==> src/rtl/i2c_target.sv <==
// I2C target with a 16-bit register pointer: write sets the pointer then streams data,
// read streams bytes from rd_data starting at the current pointer.
module i2c_target #(
  parameter logic [6:0]  DEVICE_ADDR     = 7'h29,
  parameter int unsigned CLK_PER_SCL_MIN = 16
) (
  input  logic        clock,
  input  logic        reset,
  input  logic        SCL_in,
  input  logic        SDA_in,
  output logic        SDA_oe,
  output logic [15:0] reg_addr,
  output logic [7:0]  wr_data,
  output logic        wr_valid,
  input  logic [7:0]  rd_data,
  output logic        rd_req,
  output logic        busy,
  output logic        nack_err
);

  localparam int unsigned SYNC_LAT = 3;

  // Each SCL quarter period must outlast the synchronizer so SDA_oe settles while SCL is low.
  if (CLK_PER_SCL_MIN < 4 * SYNC_LAT) begin : g_param_check
    $error("CLK_PER_SCL_MIN too small for the input synchronizer latency");
  end

  typedef enum logic [3:0] {
    IDLE, ADDR, ADDR_ACK, REGH, REGH_ACK, REGL, REGL_ACK,
    WDATA, WDATA_ACK, RDATA, RDATA_ACK, WAIT_STOP
  } state_e;

  // [0] metastability flop, [1] synchronized level, [2] history for edge detect
  logic [2:0] scl_pipe_q, sda_pipe_q;

  always_ff @(posedge clock) begin
    if (reset) begin
      scl_pipe_q <= 3'b111;
      sda_pipe_q <= 3'b111;
    end else begin
      // NOTE: sequential state always uses non-blocking assignment so every flop samples pre-edge values.
      scl_pipe_q <= {scl_pipe_q[1:0], SCL_in};
      sda_pipe_q <= {sda_pipe_q[1:0], SDA_in};
    end
  end

  logic scl_sync, sda_sync, scl_rise, scl_fall, start_det, stop_det;
  assign scl_sync  = scl_pipe_q[1];
  assign sda_sync  = sda_pipe_q[1];
  assign scl_rise  =  scl_sync & ~scl_pipe_q[2];
  assign scl_fall  = ~scl_sync &  scl_pipe_q[2];
  assign start_det =  sda_pipe_q[2] & ~sda_sync & scl_sync;
  assign stop_det  = ~sda_pipe_q[2] &  sda_sync & scl_sync;

  state_e      state_q;
  logic [3:0]  bit_cnt_q;
  logic [7:0]  shift_q, reg_hi_q, wr_data_q;
  logic [15:0] reg_addr_q;
  logic        sda_oe_q, wr_valid_q, rd_req_q, busy_q, nack_err_q;

  logic [7:0] byte_in;
  logic       in_byte_state, cut_short;
  assign byte_in       = {shift_q[6:0], sda_sync};
  assign in_byte_state = (state_q == REGH) || (state_q == REGL) ||
                         (state_q == WDATA) || (state_q == RDATA);
  // The SCL-high period carrying a START/STOP already bumped the count once,
  // so only a count above one means real data bits were lost.
  assign cut_short     = in_byte_state && (bit_cnt_q > 4'd1);

  always_ff @(posedge clock) begin
    if (reset) begin
      state_q    <= IDLE;
      bit_cnt_q  <= 4'd0;
      shift_q    <= 8'h00;
      reg_hi_q   <= 8'h00;
      wr_data_q  <= 8'h00;
      reg_addr_q <= 16'h0000;
      sda_oe_q   <= 1'b0;
      wr_valid_q <= 1'b0;
      rd_req_q   <= 1'b0;
      busy_q     <= 1'b0;
      nack_err_q <= 1'b0;
    end else begin
      wr_valid_q <= 1'b0;
      rd_req_q   <= 1'b0;
      if (stop_det) begin
        if (cut_short) nack_err_q <= 1'b1;
        state_q   <= IDLE;
        sda_oe_q  <= 1'b0;
        busy_q    <= 1'b0;
        bit_cnt_q <= 4'd0;
      end else if (start_det) begin
        if (cut_short) nack_err_q <= 1'b1;
        state_q   <= ADDR;
        sda_oe_q  <= 1'b0;
        bit_cnt_q <= 4'd0;
      end else begin
        unique case (state_q)
          IDLE, WAIT_STOP: ;
          ADDR, REGH, REGL, WDATA: begin
            if (scl_rise && bit_cnt_q != 4'd8) begin
              shift_q   <= byte_in;
              bit_cnt_q <= bit_cnt_q + 4'd1;
              if (bit_cnt_q == 4'd7) begin
                if (state_q == REGH) reg_hi_q <= byte_in;
                if (state_q == REGL) reg_addr_q <= {reg_hi_q, byte_in};
                if (state_q == WDATA) begin
                  wr_data_q  <= byte_in;
                  wr_valid_q <= 1'b1;
                end
              end
            end else if (scl_fall && bit_cnt_q == 4'd8) begin
              bit_cnt_q <= 4'd0;
              if (state_q == ADDR && shift_q[7:1] != DEVICE_ADDR) begin
                state_q <= WAIT_STOP;
                busy_q  <= 1'b0;
              end else begin
                sda_oe_q <= 1'b1;
                unique case (state_q)
                  ADDR:    begin state_q <= ADDR_ACK; busy_q <= 1'b1; end
                  REGH:    state_q <= REGH_ACK;
                  REGL:    state_q <= REGL_ACK;
                  default: state_q <= WDATA_ACK;
                endcase
              end
            end
          end
          ADDR_ACK: if (scl_fall) begin
            bit_cnt_q <= 4'd0;
            if (shift_q[0]) begin
              shift_q  <= rd_data;
              rd_req_q <= 1'b1;
              sda_oe_q <= ~rd_data[7];
              state_q  <= RDATA;
            end else begin
              sda_oe_q <= 1'b0;
              state_q  <= REGH;
            end
          end
          REGH_ACK: if (scl_fall) begin sda_oe_q <= 1'b0; state_q <= REGL; end
          REGL_ACK: if (scl_fall) begin sda_oe_q <= 1'b0; state_q <= WDATA; end
          WDATA_ACK: if (scl_fall) begin
            sda_oe_q   <= 1'b0;
            reg_addr_q <= reg_addr_q + 16'd1;
            state_q    <= WDATA;
          end
          RDATA: begin
            if (scl_rise && bit_cnt_q != 4'd8) begin
              bit_cnt_q <= bit_cnt_q + 4'd1;
            end else if (scl_fall && bit_cnt_q == 4'd8) begin
              bit_cnt_q <= 4'd0;
              sda_oe_q  <= 1'b0;
              state_q   <= RDATA_ACK;
            end else if (scl_fall && bit_cnt_q != 4'd0) begin
              shift_q  <= {shift_q[6:0], 1'b0};
              sda_oe_q <= ~shift_q[6];
            end
          end
          RDATA_ACK: begin
            if (scl_rise) begin
              if (sda_sync) begin
                state_q <= WAIT_STOP;
                busy_q  <= 1'b0;
              end else begin
                reg_addr_q <= reg_addr_q + 16'd1;
              end
            end else if (scl_fall) begin
              // Only reachable after an ACK; the pointer already advanced on the ACK sample.
              shift_q  <= rd_data;
              rd_req_q <= 1'b1;
              sda_oe_q <= ~rd_data[7];
              state_q  <= RDATA;
            end
          end
          default: state_q <= IDLE;
        endcase
      end
    end
  end

  assign SDA_oe   = sda_oe_q;
  assign reg_addr = reg_addr_q;
  assign wr_data  = wr_data_q;
  assign wr_valid = wr_valid_q;
  assign rd_req   = rd_req_q;
  assign busy     = busy_q;
  assign nack_err = nack_err_q;

endmodule

==> config.mk <==
export PLATFORM = sky130hd
export DESIGN_NAME = i2c_target
export DESIGN_NICKNAME = d
export VERILOG_FILES = /design/src/rtl/i2c_target.sv
export SDC_FILE = /design/constraint.sdc
export NUM_CORES = 1
export LEC_CHECK = 0
export BUFFER_PORTS_ARGS = -buffer_cell sky130_fd_sc_hd__buf_2
export CAP_MARGIN = 20
export CORE_MARGIN = 2
export CORE_UTILIZATION = 61
export CTS_BUF_LIST = sky130_fd_sc_hd__clkbuf_8
export CTS_CLUSTER_DIAMETER = 30
export DETAILED_ROUTE_END_ITERATION = 16
export PLACE_DENSITY = 0.86
export SYNTH_ARGS = -nofsm -noshare
export SYNTH_HDL_FRONTEND = slang
export SYNTH_SLANG_ARGS = --single-unit
==> constraint.sdc <==
create_clock -name clock -period 2.8 [get_ports clock]
set_clock_uncertainty 0.2 [all_clocks]
set_input_delay 0.14 -clock clock [delete_from_list [all_inputs] [get_ports clock]]
set_output_delay 0.14 -clock clock [all_outputs]
set_load 0.02 [all_outputs]
### After elaboration in Yosys (flattened, before gate mapping)

Index checks and enable logic that the tools add are counted.

* register bits after elaboration: 59
* latch bits: 0
* memory bits (writable): 0
* ROM bits: 0
* bits of input ports: 12
* output and inout bits: 29
* word-level logic and storage cells: 184
* memories: 0

* add/subtract/negate cells: 2
* multiply operators: 0
* divide/modulo/power cells: 0
* order comparisons: 1
* equal/unequal tests: 51
* shift operators: 0
* mux-type cells: 63
* bitwise logic cells: 18
* reduce and logical (&&, ||, !) cells: 34

Operators with widths (count)
* $mux 16: 6
* $mux 8: 8
* $mux 4: 15
* $pmux 16 s3: 1
* $reduce_and 10->1: 4
* $ne 2x2->1 const B: 18
* $pmux 8 s4: 1
* $pmux 4 s7: 1
* $mux 1: 26
* $ne 3x3->1 const B: 8
* $eq 4x3->1 const B: 5
* $eq 4x4->1 const B: 5
* $add 16x1->16 const B: 1
* $ne 4x4->1 const B: 3
* $not 1->1: 12
* $pmux 4 s3: 1
* $reduce_and 6->1: 2
* $reduce_and 11->1: 1
* $ne 3x1->1 const B: 3
* $reduce_and 9->1: 1
* $eq 4x2->1 const B: 2
* $ne 2x1->1 const B: 4
* $pmux 4 s2: 1
* $reduce_bool 4->1: 2
* other kinds (21): 38

### Logic depth before layout (Yosys ltp)

* word-level depth: 8
* gate-level depth with buffers: 9
* gate-level depth less buffers: 7

### Worst setup path after synthesis

Ideal clock, no wire load.

* path type: reg-to-reg
* from: register reg_addr_q[0] (netlist: reg_addr[0])
* to: register reg_addr_q[12] (netlist: reg_addr[12])
* setup time: 132 ps
* arrival: 1854 ps
* required time: 2468 ps
* setup slack: 613 ps
* stages on the path, launching flop included: 8
* path buffers: 1
* period minus slack after synthesis: 2187 ps
* path through: dfxtp_1 > ha_1 > nand3_1 > or4_1 > clkbuf_1 > o21a_1 > o21ai_1 > a21oi_1

* word-level cells in the longest chain between the ends: 4
* elaborated cells between the ends (all ways): 5
* classes of those cells: 1 x add/sub; 4 x mux

RTL lines
* from (decl): RTL line 58 `logic [15:0] reg_addr_q;`
* from (signal assigned): RTL line 106 `if (state_q == REGL) reg_addr_q <= {reg_hi_q, byte_in};`
* from (signal assigned): RTL line 144 `reg_addr_q <= reg_addr_q + 16'd1;`
* from (signal assigned): RTL line 165 `reg_addr_q <= reg_addr_q + 16'd1;`
* $add 16x1->16 (*): RTL line 144, 165
* $mux 16: RTL line 161 `if (sda_sync) begin`
* $mux 16: RTL line 160 `if (scl_rise) begin`
* $pmux 16 s3 (*): RTL line 98 `unique case (state_q)`

Every way passes the cells marked *; elsewhere a longest branch is shown, timed or not. The select of a mux whose other input is x is not followed.
A chain may end at the register's enable or synchronous reset.

### Final worst setup path

* from: register bit_cnt_q[0]
* to: register reg_hi_q[1]

* word-level cells in the longest chain between the ends: 3
* elaborated cells between the ends (all ways): 4
* classes of those cells: 2 x eq/ne; 2 x reduce/logical

RTL lines
* from (decl): RTL line 56 `logic [3:0] bit_cnt_q;`
* from (signal assigned): RTL line 103 `bit_cnt_q <= bit_cnt_q + 4'd1;`
* from (signal assigned): RTL line 149 `bit_cnt_q <= bit_cnt_q + 4'd1;`
* $ne 4x4->1: RTL line 101 `if (scl_rise && bit_cnt_q != 4'd8) begin`
* $logic_and 1x1->1: RTL line 101
* $reduce_and 6->1 (no source line) (*)
* to (signal assigned): RTL line 105 `if (state_q == REGH) reg_hi_q <= byte_in;`
* to (decl): RTL line 57 `logic [7:0] shift_q, reg_hi_q, wr_data_q;`

Every way passes the cells marked *; elsewhere a longest branch is shown, timed or not.

==> reports/summary.txt <==
DRC -> 0
DP Wirelength -> 6.068 mm
reg2reg path depth -> 7
Synth async-reset ratio -> 0%
outcome -> complete, no violations
Max VDD drop -> 0.0004744 V
total power divided by cell area -> 463.9 mW/mm^2
min Tclk post-route -> 2.590 ns
Seq/Total Area, Yosys -> 33.97%
Setup TNS -> 0 ns
Via density -> 6.501
Congestion Overflow GR -> 0
layout net count -> 488
cell taking the most area after synthesis -> dfxtp_1
post-synth top area share -> 33.97%
H-tree depth -> 3
clock slew at reported path FFs -> 0.07 ns
maxcap violations -> 0
Top FF cell, synth -> dfxtp_1
EDFF count, synth -> 0
initial core utilization -> 63.14%
Crit path depth -> 7
largest net degree at the start of global routing -> 34
crit path capture type -> flip-flop
drt total wl -> 9.070 mm
Tot GR Track Use -> 30.04%
DR WL met2 -> 4.112 mm
IO Port Bufs -> 40
number of global-route vias before repair -> 3,122
setup bufs post-CTS -> 0
CTS Buf Count -> 9
Iter 0 DRT Violations -> 373
Mapped Nets -> 454
WP buf/inv -> 1
Util after Layout -> 71.42%
Syn Std Cell Area -> 0.003477 sq mm
worst setup path class -> flip-flop to flip-flop
Hold Path Depth -> 2
Clock Sinks -> 59
Leak -> 1.661 nW
Clk Latency, worst-skew pair -> 0.35 ns
Die W -> 79.50 um
Worst Path Required -> 2.83 ns
WL met1 -> 3.691 mm
vias -> 3,543
number of diodes -> 0
antenna viol nets, final -> 0
crit-path max FO -> 8
# rows -> 27
most frequent cell after synthesis -> dfxtp_1
Fin Hold WS -> 0.01684 ns
number of distinct library cells after synthesis -> 65
drt wl/cell -> 16.64 um
top routing layer used -> met4
gpl congestion -> 0.9755
HP Class -> primary input to flip-flop
layout cells sized above 1 -> 18.60%
initial antenna violation count -> 0
crit-path max cell delay -> 0.81 ns
FMAX -> 386.1 MHz
maximum clock path buffer count -> 2
top cells by area, synth -> dfxtp_1, a21oi_1, nor2_1, mux2i_1, nand2_1
Slew @ Worst Pin -> 0.6509 ns
Finish-stage setup viols -> 0
Syn Inst Count -> 434
worst path arrival time -> 2.62 ns
CTS root buffer -> clkbuf_8
slowest CP cell -> or4b_1
CP cell instances -> inv_1, ha_1, nand3b_1, nand2_1, or4b_1, mux2i_1, nor2_1
global-route wire length before repair -> 14.98 mm
TritonCTS clock tree -> built
RSZ-0062 raised after global routing -> no
met3 wire length -> 983 um
Top-Level Pins -> 41
count of state elements after synthesis -> 59
Worst slew margin -> 56.27%
die height -> 79.50 um
core area -> 0.005507 sq mm
fin crit share -> 92.49%
fin. max-slew vios -> 0
post-cts resize count -> 0
Avg Synthesized Cell Area -> 8.012 sq um
drt first pass iters -> 6
critical path launch point type -> flip-flop
CP delay by family, top -> simple AND/OR/NAND/NOR gates
Ys Warns -> 0
final hold violation count -> 0
die area -> 0.006320 sq mm
# hold bufs at CTS -> 5
commonest cells in the netlist -> dfxtp_1, a21oi_1, nor2_1
synthesis-to-layout area growth -> 13.10%
[placed cells by master (no fill, tap or decap), types with 3 or more instances in the layout]
master,instances
nand2b_1,10
clkbuf_8,9
nand3_1,8
or4_1,3
a311oi_1,3
dlygate4sd3_1,5
dfxtp_1,59
buf_2,40
nor2b_1,7
nand2_1,33
o21ai_1,7
nor3b_2,3
a31oi_1,7
buf_4,13
or2_2,7
nand4b_1,3
or3_1,6
and3_1,14
nand4_1,6
o21ai_0,19
o32ai_1,4
nor3_1,13
a21o_1,5
nor2_1,47
or3b_1,3
o21a_1,4
a211oi_1,4
mux2i_1,17
ha_1,8
inv_1,10
a21oi_1,47
[cell families (layout without fill, tap and decap cells)]
kind of cell | after synthesis | count (layout) | synth area share (%)
muxes | 17 | 17 | 4.894
AOI/OAI and AO/OA | 129 | 129 | 24.72
adders and majority gates | 8 | 8 | 2.879
and+or+nand+nor | 176 | 176 | 27.20
buffers and inverters | 45 | 84 | 6.333
DFF | 59 | 59 | 33.97
[sequential cells by signal (all words and copies together), names as in the netlist, 3 cells and up]
name	count
shift_q	8
reg_addr	16
wr_data	8
scl_pipe_q	3
sda_pipe_q	3
state_q	4
reg_hi_q	8
bit_cnt_q	4
[worst paths after layout]
| check | startpoint | slack, ns | endpoint |
|---|---|---|---|
| worst max-delay path | bit_cnt_q[0]$_SDFFE_PP0P_ | 0.21 | reg_hi_q[1]$_SDFFE_PP0P_ |
| worst max register to register | bit_cnt_q[0]$_SDFFE_PP0P_ | 0.21 | reg_hi_q[1]$_SDFFE_PP0P_ |
| worst min-delay path | reset | 0.02 | wr_data[3]$_SDFFE_PP0P_ |
| worst min register to register | sda_pipe_q[0]$_SDFF_PP1_ | 0.23 | sda_pipe_q[1]$_SDFF_PP1_ |
[through the flow]
step	cells	setup WS, ns	power [mW]	cell area, sq um
after floorplan	434	0.6133	0.9981	3477
after global placement	524	0.3984	1.034	3682
after detailed placement	524	0.2812	1.037	3682
after CTS	545	0.2502	1.828	3933
after global routing	545	0.1066	1.896	3933
final	545	0.2102	1.824	3933
[where the power goes]
group          switching, mW  internal (mW)  leakage [nW]  total, mW
sequential            0.0235          0.853         0.477      0.876
clock                  0.380          0.416        0.0962      0.796
combinational         0.0886         0.0641          1.09      0.153
total                  0.492           1.33          1.66       1.82
[layer usage]
metal	global-route usage (%)	up-vias
li1	-	1649
met3	7.919	35
met5	0	-
met2	46.97	225
met1	39.59	1634
met4	11.55	0
[area by class of cell]
type	count	area, sq um
tap	72	90.09
timing repair buffer	58	347.8
clock buffer	9	123.9
multi-input combinational	330	2076
inverter	10	37.54
sequential	59	1181
fill	432	1574
clock inverter	7	76.32
[worst reg2reg max path, cell delays in order (launching register included)]
cell      delay [ns]
dfxtp_1         0.42
inv_1           0.10
ha_1            0.25
nand3b_1        0.18
nand2_1         0.15
or4b_1          0.81
mux2i_1         0.31
nor2_1          0.06
Note: power is estimated with default switching activity, not from simulation.
